$ cat config.mk
export PLATFORM = sky130hd
export DESIGN_NAME = dypat
export DESIGN_NICKNAME = d
export VERILOG_FILES = /design/src/rtl/dypat.sv
export SDC_FILE = /design/constraint.sdc
export NUM_CORES = 1
export LEC_CHECK = 0
export ABC_CLOCK_PERIOD_IN_PS = 1600
export CAP_MARGIN = 20
export CORE_AREA = 2 2 39 41
export CTS_CLUSTER_DIAMETER = 60
export DETAILED_ROUTE_END_ITERATION = 12
export DIE_AREA = 0 0 41 43
export PLACE_DENSITY = 0.78
export REMOVE_ABC_BUFFERS = 1
export SYNTH_ARGS = -nofsm -noshare
export SYNTH_HDL_FRONTEND = slang
export SYNTH_SLANG_ARGS = --single-unit
$ cat constraint.sdc
create_clock -name clk -period 1.6 [get_ports clk]
set_clock_uncertainty 0.1 [all_clocks]
set_input_delay 0.32 -clock clk [delete_from_list [all_inputs] [get_ports clk]]
set_output_delay 0.32 -clock clk [all_outputs]
set_load 0.01 [all_outputs]
$ cat src/rtl/dypat.sv
// dypat: runtime-learned serial pattern detector. After reset the first PAT_W bits become the pattern.
// Latency: out is registered at the edge that samples the last bit of a match and is high for that cycle.
// No backpressure: one bit is consumed every cycle. Build option DYPAT_OVERLAP_EN flags overlapping matches.
module dypat #(
  parameter int PAT_W = 4
) (
  input  logic clk,
  input  logic rst,
  input  logic in,
  output logic out
);

  localparam int              CW   = $clog2(PAT_W + 1);
  localparam logic [CW-1:0]   LAST = CW'(PAT_W - 1);
  localparam logic [CW-1:0]   FULL = CW'(PAT_W);

  typedef enum logic {
    LEARN  = 1'b0,
    DETECT = 1'b1
  } phase_t;

  phase_t           r_phase;
  phase_t           w_phase_nxt;
  logic [PAT_W-1:0] r_pat;
  logic [PAT_W-1:0] w_pat_nxt;
  logic [PAT_W-1:0] r_shreg;
  logic [PAT_W-1:0] w_shreg_nxt;
  logic [CW-1:0]    r_cnt;
  logic [CW-1:0]    w_cnt_nxt;
  logic             r_out;
  logic             w_out_nxt;
  logic [PAT_W-1:0] w_pat_shift;
  logic [PAT_W-1:0] w_win;
  logic             w_match;

  // Shift-left with the new bit in the LSB; the oldest bit falls off the top.
  assign w_pat_shift = PAT_W'({r_pat, in});
  assign w_win       = PAT_W'({r_shreg, in});

  // A match needs PAT_W bits received since the last restart (cnt counts the older ones).
  assign w_match = (r_cnt >= LAST) && (w_win == r_pat);

  assign out = r_out;

  // State register: all state clears asynchronously, learning restarts from bit 0.
  always_ff @(posedge clk or negedge rst) begin
    if (!rst) begin
      r_phase <= LEARN;
      r_pat   <= '0;
      r_shreg <= '0;
      r_cnt   <= '0;
      r_out   <= 1'b0;
    end else begin
      r_phase <= w_phase_nxt;
      r_pat   <= w_pat_nxt;
      r_shreg <= w_shreg_nxt;
      r_cnt   <= w_cnt_nxt;
      r_out   <= w_out_nxt;
    end
  end

  // Next-state: LEARN captures the pattern, DETECT slides the window and flags matches.
  always_comb begin
    w_phase_nxt = r_phase;
    w_pat_nxt   = r_pat;
    w_shreg_nxt = r_shreg;
    w_cnt_nxt   = r_cnt;
    w_out_nxt   = 1'b0;
    case (r_phase)
      LEARN: begin
        w_pat_nxt = w_pat_shift;
        if (r_cnt == LAST) begin
          w_phase_nxt = DETECT;
          w_cnt_nxt   = '0;
        end else begin
          w_cnt_nxt = r_cnt + CW'(1);
        end
      end
      DETECT: begin
        w_shreg_nxt = w_win;
        if (w_match) begin
          w_out_nxt = 1'b1;
`ifdef DYPAT_OVERLAP_EN
          // Keep the window considered full so the very next bit can complete another match.
          w_cnt_nxt = FULL;
`else
          // Restart: the next match must be built entirely from bits after this one.
          w_cnt_nxt = '0;
`endif
        end else if (r_cnt != FULL) begin
          w_cnt_nxt = r_cnt + CW'(1);
        end
      end
      default: begin
        w_phase_nxt = LEARN;
      end
    endcase
  end

endmodule

# Word-level counts from Yosys, hierarchy flattened
# Cells that the tools add are included.
[totals] out_inout_bits=1 ff_bits=12 input_bits=3
[classes] add_sub_neg=1 bitwise=1 reduce_logical=1 n_eq_ne=4 n_mux=8 n_lt_le_gt_ge=1
[ops] op="3-bit two-way mux" count=3
[ops] op="3-bit case mux with 2 select lines" count=1
[ops] op="4-bit == test" count=1
[ops] op="1-bit two-way mux" count=4
[ops] op="3-bit by 1-bit adder with 3-bit output, second input constant" count=1
[ops] op="3-bit by 2-bit == test with 1-bit output, second input constant" count=1
[ops] op="3-bit by 2-bit >= comparator with 1-bit output, second input constant" count=1
[ops] op="3-bit by 1-bit != test with 1-bit output, second input constant" count=1
[ops] op="3-bit != test, second input constant" count=1
[ops] op="1-bit logical AND" count=1
[ops] op="1-bit inverter" count=1

# Longest topological paths before layout
[depth] word_depth=4 mapped_depth=6 mapped_depth_nobuf=6

# Least setup slack after synthesis
# OpenSTA, ideal clock, no wires.
[synth_timing] path_kind="register -> register" startpoint="register r_cnt[0]" endpoint="register r_out (netlist: out)" setup_slack_ns=0.130 stages_incl_launch_ff=6 setup_time_ns=0.119 required_ns=1.381 arrival_ns=1.251 period_less_slack_ns=1.470 path_cell_list="dfrtp_1 ha_1 ha_1 a211oi_2 nor3b_2 and2_1"
[synth_between] elab_chain_cells=4
[synth_lines] element="start, declared" line="28" source="logic [CW-1:0] r_cnt;"
[synth_lines] element="start signal, assigned" line="57" source="r_cnt <= w_cnt_nxt;"
[synth_lines] element="3-bit by 2-bit >= comparator with 1-bit output" line="41" source="assign w_match = (r_cnt >= LAST) && (w_win == r_pat);"
[synth_lines] element="1-bit logical AND" line="41"
[synth_lines] element="1-bit two-way mux" line="81" source="if (w_match) begin"
[synth_lines] element="1-bit two-way mux" line="69" source="case (r_phase)"
[synth_lines] element="via w_out_nxt" line="31" source="logic w_out_nxt;"
[synth_lines] element="end signal, assigned" line="58" source="r_out <= w_out_nxt;"
[synth_lines] element="end, declared" line="30" source="logic r_out;"
# The timed path passes the listed nets, and every way through them passes these cells.
# A chain may end at the register's enable or synchronous reset.

# Final worst setup path
[layout_timing] startpoint="register r_out (netlist: out)" endpoint="output out"
[layout_rtl] element="end, declared" line="10" source="output logic out"
# No word-level cell between the ends.

==> impl_results.md <==
- Status: complete, no violations
- Yosys reg bits: 12
- DR vias: 402
- Crit path launch type: register
- Initial Util: 0.453
- RSZ-0062 raised after global routing: no
- Chip Width: 41 um
- Layout fillers: 133
- Final hold violation count: 0
- Worst Hold Class: in2async
- Endpoints failing setup: 0
- Multi-input logic area: slightly above 300 um^2
- Crit-path leading delay family: buffers and inverters
- Design Power: 1.01 mW
- CTS tree: yes
- Ports: 4
- Worst-Skew Late Latency: 0.27 ns
- Critical path endpoint category: primary output
- Syn Inst Count: 53
- Crit-path slowest cell: clkdlybuf4s50_1
- Vias/cell: 5.22
- H-tree depth: 1
- Crit-path max FO: 1
- Total Routing Usage GR: 0.158
- Drt wl/cell: 12.8 um
- Worst Path Required: around 1.2 ns
- Min Clock Period, post-route: 1.52 ns
- Clock root buffer: clkbuf_4
- Post-DP HPWL: around 760 um
- Asr flop ratio synth: 1.00
- # rows: 14
- CTS clk-pin slew, worst paths: around 0.07 ns
- Netlist Area Pre-Place: 627 um^2
- Final antenna-violating net count: 0
- CTS buffer count: 3
- Die area: 1760 um^2
- Synth warn: 0
- Critical path cell sequence: clkdlybuf4s50_1
- Placer Congestion: 0.783
- CTS Sinks: 12
- Total gr overflow: 0
- Share of layout cells above drive strength 1: 0.328
- Hold WS: 0.285 ns
- Antenna diodes: 0
- Max Fclk: 657 MHz
- Slew headroom: 0.664
- Die Span Y: 43 um
- First-pass iteration count of the detailed router: 1
- Clock Path Buffers: 2
- Unique masters post-synth: 22
- DRC: 0
- Vias in the first global route: 420
- EDFF count, synth: 0
- Max incr delay on CP: around 0.52 ns
- Iter 0 DRT Violations: 0
- Global-route wire length before repair: 1780 um
- Ys flop type: dfrtp_1
- Initial antenna violation count: 0
- Storage element area: 300 um^2
- Kind of critical path: reg2out
- Sequential share of the synthesized area: 0.479
- Area growth syn-to-layout: 14.8%
- Synthesized area per cell: roughly 12 um^2
- Setup TNS: 0 ns
- # port buffers: 3
- Worst path buffer plus inverter count: 1
- Final Max Slew Viols: 0
- Fin nets: 70
- Max-cap violation count: 0
- Core area: about 1400 um^2
- Maximum VDD drop: around 0.57 mV
- Least-Margin Pin Slew: 0.502 ns
- Worst EP arrival: 1.10 ns
- Largest net degree at the start of global routing: 15
- Pleak: ~0.33 nW
- Crit share post-route: 0.951
- DRT Wirelength: 987 um
- Pwr dens: 1400 nW/um^2
[routing by layer]
layer | GRT usage | vias up | wire, um | share of wire
met5 | 0 | - | 0 | 0
met4 | 0.120 | 0 | 26 | 0.026
met3 | 0.0314 | 4 | 16 | 0.016
met2 | 0.238 | 5 | 530 | 0.54
met1 | 0.186 | 193 | 413 | 0.42
li1 | - | 200 | - | -
[power by group]
group | total [mW] | internal (mW) | switching, mW
clock | 0.176 | 0.0870 | 0.0892
sequential | 0.385 | 0.356 | 0.0286
combinational | 0.449 | 0.233 | 0.216
[cell usage in the layout (no fill, tap or decap)]
cell,count
nor3_2,2
mux2_2,7
ha_1,4
a21oi_1,2
o21ai_0,1
nor2_1,2
and2_1,1
a22oi_1,1
inv_1,5
clkdlybuf4s50_1,3
clkbuf_4,3
dfrtp_1,12
a211oi_2,1
nand2_1,2
a31oi_1,1
and3_2,1
nor3b_2,1
a21bo_2,1
xor2_1,4
nand3b_1,1
nor3_1,1
a21boi_0,1
a31o_2,1
buf_4,3
[sequential cells by signal, indices dropped and copies added, names as in the netlist]
signal and flops:
out 1, r_pat 4, r_shreg 3, r_cnt 3
r_phase 1
[logic make-up (layout without fill, tap and decap cells)]
group,count (synthesis),count (layout),synth area share
flops,12,12,0.479
simple gates,11,11,0.110
compound gates,9,9,0.108
mux,7,7,0.126
buf+inv,6,14,0.0419
fa+ha+maj,4,4,0.0798
xor+xnor,4,4,0.0559
[cell type report]
type / instances / area share
repair buffers: 6 / 0.0730
well taps: 16 / 0.0278
clock buffers: 3 / 0.0313
flip-flops and latches: 12 / 0.417
inverters: 5 / 0.0261
multi-input cells: 35 / 0.424
[Yosys cell counts, types with 2 or more instances]
library cell   n  area (um^2)
nand2_1        2         7.51
dfrtp_1       12          300
nor3_1         2         10.0
nor2_1         2         7.51
a21oi_1        2         10.0
mux2_2         7         78.8
xor2_1         4         35.0
inv_1          5         18.8
ha_1           4         50.1
[metrics by stage]
stage / util / worst slack (ns) / std cells / area, um^2
after detailed placement: 0.500 / 0.0143 / 74 / 692
after CTS: 0.516 / 0.0609 / 77 / 714
final: 0.520 / 0.0776 / 77 / 719
after floorplan: - / 0.130 / 52 / 619
after global placement: 0.500 / 0.0811 / 74 / 692
after global routing: 0.520 / 0.00301 / 77 / 719
[worst reg2reg max path, stage by stage (launching register included)]
cell      delay, ns
dfrtp_1        0.38
ha_1           0.21
ha_1           0.24
a211oi_2       0.21
nor3b_2        0.09
and2_1         0.17
[worst paths after layout]
| check | start | endpoint | depth (start not counted) | slack (ns) |
|---|---|---|---|---|
| min in group clk | r_pat[3] | r_pat[3] | 1 | 0.45 |
| worst max-delay path | out | out | 1 | 0.08 |
| worst min register to register | r_pat[3] | r_pat[3] | 1 | 0.45 |
| worst max register to register | r_cnt[0] | out | 5 | 0.09 |
| worst min-delay path | rst | r_pat[1] | 1 | 0.29 |
| max in group asynchronous | rst | r_cnt[0] | 1 | 0.77 |
[timing repair]
action	in CTS	in global routing
setup endpoints to repair	0	1
setup buffers	0	0
gates resized for setup	0	1
hold buffers	0	0
No activity file was read; power rests on OpenSTA's default activity.
